**src/rtl/cycle_mon.sv**
```systemverilog
// cycle_mon: receive-side checker for the switch-core phase counter.
// Hunts phase 0, qualifies LOCK_FRAMES periods, then tracks lock.
//
// Ports:
//   in_clk, in_rst      clock, async active-low reset
//   in_init_done        low forces IDLE
//   in_cycle_cnt        phase count under check
//   in_err_clr          pulse clearing out_err / out_err_cnt
//   out_locked          high while locked
//   out_phase           one-hot phase strobe while locked
//   out_frame_cnt       good periods completed while locked (wraps)
//   out_err             sticky sequence-error flag
//   out_err_cnt         saturating error count
//
// Build option: define CYCLE_MON_ERR_CNT_EN to implement out_err_cnt;
// when it is undefined the counter is removed and out_err_cnt reads 0.
module cycle_mon #(
   parameter int PERIOD      = 3,
   parameter int LOCK_FRAMES = 2,
   parameter int FRM_W       = 16,
   parameter int ERR_W       = 8
) (
   input  logic              in_clk,
   input  logic              in_rst,
   input  logic              in_init_done,
   input  logic [3:0]        in_cycle_cnt,
   input  logic              in_err_clr,
   output logic              out_locked,
   output logic [PERIOD-1:0] out_phase,
   output logic [FRM_W-1:0]  out_frame_cnt,
   output logic              out_err,
   output logic [ERR_W-1:0]  out_err_cnt
);

   typedef enum logic [1:0] {
      IDLE,
      HUNT,
      SYNC,
      LOCKED
   } state_t;

   localparam int GW = $clog2(LOCK_FRAMES + 1);
   localparam logic [3:0] LAST = 4'(PERIOD - 1);
   localparam logic [GW-1:0] LF = GW'(LOCK_FRAMES);
   localparam logic [PERIOD-1:0] ONE = PERIOD'(1);
   localparam logic [3:0] AFTER0 = (LAST == 4'd0) ? 4'd0 : 4'd1;

   state_t            state_q, state_d;
   logic [3:0]        exp_q, exp_d;
   logic [GW-1:0]     good_q, good_d;
   logic              locked_q, locked_d;
   logic [PERIOD-1:0] phase_q, phase_d;
   logic [FRM_W-1:0]  frm_q, frm_d;
   logic              err_q, err_d;
   logic              err_ev;
   logic              match;
   logic [3:0]        exp_inc;
   logic [GW-1:0]     good_inc;

   // exp only ever holds 0..PERIOD-1, so out-of-range inputs never match
   assign match    = (in_cycle_cnt == exp_q);
   assign exp_inc  = (exp_q == LAST) ? 4'd0 : exp_q + 4'd1;
   assign good_inc = good_q + GW'(1);

   always_comb begin
      state_d  = state_q;
      exp_d    = exp_q;
      good_d   = good_q;
      locked_d = locked_q;
      phase_d  = '0;
      frm_d    = frm_q;
      err_ev   = 1'b0;
      if (!in_init_done) begin
         state_d  = IDLE;
         good_d   = '0;
         locked_d = 1'b0;
         frm_d    = '0;
      end else begin
         unique case (state_q)
            IDLE: state_d = HUNT;
            HUNT: begin
               if (in_cycle_cnt == 4'd0) begin
                  exp_d   = AFTER0;
                  good_d  = '0;
                  state_d = SYNC;
               end
            end
            SYNC: begin
               if (match) begin
                  exp_d = exp_inc;
                  if (exp_q == LAST) begin
                     good_d = good_inc;
                     if (good_inc == LF) begin
                        state_d  = LOCKED;
                        locked_d = 1'b1;
                     end
                  end
               end else begin
                  state_d = HUNT;
                  good_d  = '0;
               end
            end
            LOCKED: begin
               if (match) begin
                  phase_d = ONE << in_cycle_cnt;
                  exp_d   = exp_inc;
                  if (exp_q == LAST)
                     frm_d = frm_q + FRM_W'(1);
               end else begin
                  // bad sample is dropped; hunting restarts next edge
                  state_d  = HUNT;
                  locked_d = 1'b0;
                  err_ev   = 1'b1;
               end
            end
            default: state_d = IDLE;
         endcase
      end
   end

   // clear first, then the event, so a collision leaves the flag set
   assign err_d = err_ev | (err_q & ~in_err_clr);

   always_ff @(posedge in_clk or negedge in_rst) begin
      if (!in_rst) begin
         state_q  <= IDLE;
         exp_q    <= '0;
         good_q   <= '0;
         locked_q <= 1'b0;
         phase_q  <= '0;
         frm_q    <= '0;
         err_q    <= 1'b0;
      end else begin
         state_q  <= state_d;
         exp_q    <= exp_d;
         good_q   <= good_d;
         locked_q <= locked_d;
         phase_q  <= phase_d;
         frm_q    <= frm_d;
         err_q    <= err_d;
      end
   end

`ifdef CYCLE_MON_ERR_CNT_EN
   logic [ERR_W-1:0] ecnt_q, ecnt_d, ecnt_base;

   assign ecnt_base = in_err_clr ? '0 : ecnt_q;

   always_comb begin
      ecnt_d = ecnt_base;
      if (err_ev && (ecnt_base != '1))
         ecnt_d = ecnt_base + ERR_W'(1);
   end

   always_ff @(posedge in_clk or negedge in_rst) begin
      if (!in_rst)
         ecnt_q <= '0;
      else
         ecnt_q <= ecnt_d;
   end

   assign out_err_cnt = ecnt_q;
`else
   assign out_err_cnt = '0;
`endif

   assign out_locked    = locked_q;
   assign out_phase     = phase_q;
   assign out_frame_cnt = frm_q;
   assign out_err       = err_q;

endmodule
```
**config.mk**
```make
export PLATFORM = sky130hd
export DESIGN_NAME = cycle_mon
export DESIGN_NICKNAME = d
export VERILOG_FILES = /design/src/rtl/cycle_mon.sv
export SDC_FILE = /design/constraint.sdc
export NUM_CORES = 1
export LEC_CHECK = 0
export CAP_MARGIN = 5
export CORE_UTILIZATION = 34
export CTS_BUF_LIST = sky130_fd_sc_hd__clkbuf_4 sky130_fd_sc_hd__clkbuf_8
export DETAILED_ROUTE_END_ITERATION = 12
export SETUP_SLACK_MARGIN = 0.02
export SLEW_MARGIN = 20
export SYNTH_ARGS = -nofsm -noshare
export SYNTH_HDL_FRONTEND = slang
export SYNTH_SLANG_ARGS = --single-unit
```
**constraint.sdc**
```tcl
create_clock -name in_clk -period 4.2 [get_ports in_clk]
set_input_delay 0.84 -clock in_clk [delete_from_list [all_inputs] [get_ports in_clk]]
set_output_delay 0.84 -clock in_clk [all_outputs]
set_load 0.05 [all_outputs]
```
==> results of run 1 <==
-- power groups by stage --
stage                     clock (uW)  sequential, uW  combinational (uW)
final                            236             313                 147
after global routing             256             316                 166
after CTS                        244             312                 148
after detailed placement           0             318                 147
after floorplan                    0             315                 111
after global placement             0             317                 144
-- registers in the layout, summed over array words and instances (netlist names) --
register	count
exp_q	4
good_q	2
out_err	1
out_frame_cnt	16
out_locked	1
out_phase	3
state_q	2
-- area by class of cell --
class / count / share of cell area (%)
inverter: 11 / 1.968
sequential: 29 / 34.59
multi-input combinational: 132 / 41.09
timing repair buffer: 30 / 14.07
clock buffer: 7 / 4.293
tap: 67 / 3.995
-- worst register-to-register path, delay by kind of cell, from the launching register on --
| family | cells | cell delay, ps |
|---|---|---|
| and+or+nand+nor | 4 | 1340 |
| DFF | 1 | 450 |
| adders and majority gates | 1 | 140 |
| AOI/OAI and AO/OA | 1 | 140 |
| buffers and inverters | 1 | 90 |
-- how the worst min path moves through the flow --
| stage | slack, ps | start | to |
|---|---|---|---|
| floorplan | 510 | good_q[1] | good_q[1] |
| global placement | 520 | out_locked | out_locked |
| detailed placement | 530 | out_locked | out_locked |
| CTS | 540 | out_locked | out_locked |
| global route | 570 | out_locked | out_locked |
| finish | 540 | out_locked | out_locked |
-- through the flow --
stage | instances | cell area [um^2] | utilization, % | hold slack (ps)
CTS | 276 | 2098 | 44.13 | 539.7
floorplan | 184 | 1707 | - | 513.6
global route | 276 | 2098 | 44.13 | 566.8
detailed placement | 269 | 2008 | 42.24 | 526.2
finish | 276 | 2098 | 44.13 | 538.1
global placement | 269 | 2008 | 42.24 | 515.4
-- synth_stat cells, drive strengths merged (5+ instances only) --
library cell and number:
a21oi 6, buf 10, nor4 8, xnor2 18, nand3 8, nor3 5
nor2 20, inv 11, o21ai 11, ha 8, nand2 11, dfrtp 29
-- layout by cell type, fill, tap and decap left out --
| cell type | synthesis | routed |
|---|---|---|
| mux2i_1 | 1 | 1 |
| o41ai_2 | 1 | 1 |
| nand3_1 | 8 | 8 |
| conb_1 | 1 | 8 |
| xnor2_1 | 18 | 18 |
| nor2b_1 | 2 | 2 |
| nor4b_1 | 1 | 1 |
| or3_1 | 1 | 1 |
| or3_4 | 1 | 1 |
| a21oi_1 | 6 | 6 |
| nand4_1 | 3 | 3 |
| a21o_1 | 1 | 1 |
| o31ai_1 | 1 | 1 |
| nor3_1 | 5 | 5 |
| o21ai_0 | 11 | 11 |
| o41ai_1 | 1 | 1 |
| nor4_1 | 8 | 8 |
| clkdlybuf4s50_1 | 0 | 28 |
| nor3b_1 | 2 | 2 |
| o211ai_1 | 1 | 1 |
| inv_1 | 11 | 11 |
| o22ai_1 | 1 | 1 |
| clkbuf_4 | 0 | 1 |
| nand2_1 | 11 | 11 |
| nand3b_1 | 1 | 1 |
| or4b_1 | 1 | 1 |
| nor2_1 | 20 | 20 |
| or4_1 | 3 | 3 |
| clkbuf_8 | 0 | 6 |
| dfrtp_1 | 29 | 29 |
| or2_2 | 1 | 1 |
| buf_4 | 8 | 2 |
| nand4_4 | 1 | 1 |
| nand4b_1 | 2 | 2 |
| and4_1 | 2 | 2 |
| ha_1 | 8 | 8 |
| nor3b_4 | 1 | 1 |
-- cells by family after synthesis --
| logic type | after synthesis | synth area share, % |
|---|---|---|
| muxes | 1 | 0.5957 |
| and+or+nand+nor | 74 | 25.32 |
| adders and majority gates | 8 | 5.957 |
| DFF | 29 | 43.19 |
| buffers and inverters | 23 | 7.074 |
| other | 1 | 0.2232 |
| xor gates and xnor gates | 18 | 9.382 |
| AOI/OAI and AO/OA | 23 | 8.266 |
-- routing by layer --
layer | vias to the layer above | global-route usage [%] | wire, um
met1 | 618 | 19.33 | 1640
met2 | 28 | 23.26 | 1583
met5 | - | 0 | 0
li1 | 665 | - | -
met4 | 0 | 8.497 | 76
met3 | 7 | 4.583 | 105
==> flow_metrics.tcl, run 1 <==
set metrics [dict create \
    rr_worst_depth 7 \
    finalSetupViolCount 0 \
    clk_pin_slew_ps 60 \
    fmax_ghz 0.3857 \
    routedWlPerCell_um 12.34 \
    p_total_uw 695.8 \
    cts_tree "yes" \
    seqCellArea_um2 725.7 \
    yosysTopAreaCell "dfrtp_1" \
    nFillCells 495 \
    clkPwrFrac_pct 33.9 \
    core_um2 4755 \
    slowest_stage "clkdlybuf4s50_1" \
    io_pins 37 \
    cp_num_cells 7 \
    crit_path_end_kind "register" \
    cp.arrival_ps 2790 \
    postCtsSetupBuffers 0 \
    cap_viol_max_count 0 \
    rsz0062_at_grt "false" \
    cts_max_level 2 \
    p_leak_uw 0.0008343 \
    p_per_area_nw_per_um2 331.6 \
    viasPerCell 4.775 \
    startpoint_type "primary input" \
    antenna_found_initial 0 \
    postRouteAntennaNets 0 \
    ys_seq_area_share_pct 43.19 \
    die_area_um2 5227 \
    grt_pass1_wl_mm 6.058 \
    ys_seq_elements 29 \
    hold_class "register to register" \
    critPathBufInv 2 \
    holdPathStages 2 \
    overflow 0 \
    p_seq_share_pct 45.0 \
    crit_required_ps 4390 \
    synth_area_um2 1680 \
    dr_total_vias 1318 \
    worstSkewPairLatency_ps 280 \
    critPathLaunch "in_cycle_cnt[0]" \
    critical_path_class "primary input to register" \
    drive_gt1_share_pct 6.699 \
    cts_hold_buf 0 \
    wirelength_mm 3.406 \
    yosysWarnings 0 \
    synth-edff-count 0 \
    multi_input_area_um2 862.1 \
    max-slew-margin-rel_pct 57.18 \
    finalHoldViolCount 0 \
    dr.pass1.iters 4 \
    status "completed" \
    hpwl_mm 2.364 \
    min_period_ps 2593 \
    path_max_fanout 22 \
    cts.sinks 29 \
    worstPathCellList "clkdlybuf4s50_1 > xnor2_1 > nand4_1 > buf_4 > or3_4 > or3_1 > a21oi_1" \
    grt_use_total_pct 15.26 \
    antenna_cells 0 \
    io_buffers 28 \
    remaining_drc_errors 0 \
    layout_setup_ws_ps 1607 \
    ir_drop_mv 0.1601 \
    initialDrtViolationCount 75 \
    area_delta_synth_final_pct 24.87 \
    yosys-top-cells-area "dfrtp_1 43%, xnor2_1 9.4%, ha_1 6.0%" \
    syn_avg_cell_area_um2 9.494 \
    synthArstFlopShare_pct 100.0 \
    pre_cts_ws_ps 1328 \
    crit_family "simple AND/OR/NAND/NOR gates" \
    reg2reg_from "exp_q[0]" \
    root_buffer "clkbuf_8" \
    yosys.area.top_type_share_pct 43.19 \
    gp_congestion 0.7944 \
    internal_power_uw 481.8 \
    die_w_um 72.30 \
    worstSetupEndpoint "out_frame_cnt[14]" \
    tightest_slew_ps 641.7 \
    swShare_pct 30.75 \
    synth_flop_cell "dfrtp_1" \
    nets 225 \
    grt_max_degree 30 \
    cp_slowest_stage_delay_ps 570 \
    start_util_pct 35.34 \
    cts-buffers-inserted 5 \
    r2r_setup_slack_ps 1950 \
    row_count 25 \
    power_frac_comb_pct 21.1 \
    grt_pass1_vias 1297 \
    synthDistinctLibCells 36 \
    rr_endpoint "out_frame_cnt[14]" \
    switchingPower_uw 214.0 \
    cts_max_path_buffers 2 \
    syn-instance-count 177 \
    slew_violations 0 \
    final.setup.tns_ps 0 \
    period_share_pct 61.73 \
    die_h_um 72.30 \
    cts_resized 0 \
    clock_skew_ps 8.181 \
]
No activity file was read; power rests on OpenSTA's default activity.
==> inputs of run 2 (changes only) <==
==> constraint.sdc (replaced) <==
create_clock -name in_clk -period 2.6 [get_ports in_clk]
set_input_delay 0.52 -clock in_clk [delete_from_list [all_inputs] [get_ports in_clk]]
set_output_delay 0.52 -clock in_clk [all_outputs]
set_load 0.05 [all_outputs]
==> flow_metrics.tcl, run 2 (same netlist as run 1, synthesis figures left out) <==
set metrics [dict create \
    root_buffer "clkbuf_8" \
    grt_max_degree 30 \
    grt_pass1_vias 1302 \
    seqCellArea_um2 725.7 \
    fmax_ghz 0.4466 \
    cts.sinks 29 \
    startpoint_type "primary input" \
    clkPwrFrac_pct 35.0 \
    multi_input_area_um2 862.1 \
    p_total_uw 1163 \
    worstSkewPairLatency_ps 280 \
    p_leak_uw 0.0008758 \
    hp-start "out_err" \
    hpwl_mm 2.492 \
    ir_drop_mv 0.1990 \
    viasPerCell 4.746 \
    cts_tree "yes" \
    hold_class "register to register" \
    die_area_um2 5227 \
    reg2reg_from "exp_q[0]" \
    area_delta_synth_final_pct 28.67 \
    cts_max_level 2 \
    die_h_um 72.30 \
    grt_pass1_wl_mm 5.830 \
    finish.utilization_pct 45.47 \
    worstPathCellList "clkdlybuf4s50_1 > buf_4 > o41ai_2 > o21ai_0 > or4b_1 > a21oi_1" \
    clk_pin_slew_ps 60 \
    swShare_pct 30.56 \
    initialDrtViolationCount 58 \
    rr_worst_depth 7 \
    routedWlPerCell_um 11.96 \
    finalHoldViolCount 0 \
    cts-buffers-inserted 5 \
    p_seq_share_pct 43.5 \
    clock_skew_ps 5.471 \
    mostFrequentLayoutCell "dfrtp_1" \
    gp_congestion 0.8077 \
    largest_reg_flops 16 \
    die_w_um 72.30 \
    antenna_found_initial 0 \
    power_frac_comb_pct 21.4 \
    dr_total_vias 1348 \
    critical_path_class "primary input to register" \
    path_max_fanout 4 \
    switchingPower_uw 355.4 \
    nets 232 \
    crit_path_end_kind "register" \
    slew_violations 0 \
    nFillCells 477 \
    cap_viol_max_count 0 \
    r2r_setup_slack_ps 530 \
    slowest_stage "or4b_1" \
    remaining_drc_errors 0 \
    dr.pass1.iters 4 \
    layout_common_cells "29 x dfrtp_1, 28 x clkdlybuf4s50_1, 20 x nor2_1" \
    wirelength_mm 3.396 \
    core_um2 4755 \
    postCtsSetupBuffers 0 \
    cp_slowest_stage_delay_ps 500 \
    io_pins 37 \
    cp.arrival_ps 2440 \
    final.setup.tns_ps 0 \
    finalSetupViolCount 0 \
    p_per_area_nw_per_um2 537.9 \
    io_buffers 28 \
    grt_use_total_pct 14.58 \
    min_period_ps 2239 \
    start_util_pct 35.34 \
    cts_max_path_buffers 2 \
    period_share_pct 86.13 \
    drive_gt1_share_pct 10.14 \
    rsz0062_at_grt "false" \
    tightest_slew_ps 502.3 \
    overflow 0 \
    status "completed" \
    cts_hold_buf 0 \
    max-slew-margin-rel_pct 66.41 \
    internal_power_uw 807.5 \
    row_count 25 \
    rr_endpoint "out_frame_cnt[14]" \
    cts_resized 0 \
    crit_required_ps 2800 \
    postRouteAntennaNets 0 \
    antenna_cells 0 \
    whs_ps 536.6 \
    holdPathStages 2 \
    min_to "out_err" \
]
run 2: cell types whose count changed in the layout (fill, tap and decap cells not counted):
cell,change
clkbuf_8,+1
clkbuf_4,-1
buf_4,+7
clkinv_2,+1
run 2: worst max-delay path by stage:
stage / startpoint / to / depth (start not counted)
after floorplan: out_frame_cnt[3] / out_frame_cnt[14] / 5
after global placement: in_cycle_cnt[1] / good_q[1] / 6
after detailed placement: in_cycle_cnt[1] / exp_q[3] / 7
after CTS: in_cycle_cnt[1] / good_q[1] / 6
after global routing: in_cycle_cnt[1] / exp_q[2] / 7
final: in_cycle_cnt[1] / good_q[1] / 6
run 2: routing by layer:
layer,share of wire [%],GRT usage (%),vias to the layer above
met5,0,0,-
met4,1.6,7.190,0
met3,3.1,2.778,5
met2,46,23.68,31
met1,49,18.61,631
li1,-,-,681
run 2: final cells by class:
type                    count  share of cell area, %
clock buffers               7                  4.456
clock inverters             1                 0.2315
inverters                  11                  1.910
multi-input cells         132                  39.87
flip-flops and latches     29                  33.56
well taps                  67                  3.877
repair buffers             37                  16.09
run 2: stage by stage:
stage | setup slack (ps) | area (um^2) | instances
floorplan | 504.0 | 1707 | 184
global placement | 124.8 | 2061 | 276
detailed placement | 89.92 | 2061 | 276
CTS | 381.5 | 2162 | 284
global route | 265.8 | 2162 | 284
finish | 360.7 | 2162 | 284
run 2: power groups by stage:
stage | clock [uW] | combinational [uW] | sequential, uW
after floorplan | 0 | 179 | 509
after global placement | 0 | 246 | 514
after detailed placement | 0 | 251 | 514
after CTS | 420 | 252 | 506
after global routing | 442 | 278 | 511
final | 408 | 249 | 506
run 2: critical path, delay by kind of cell:
kind	cells	cell delay [ps]
buffers and inverters	2	600
AO/OA/AOI/OAI	3	820
AND/OR/NAND/NOR	1	500
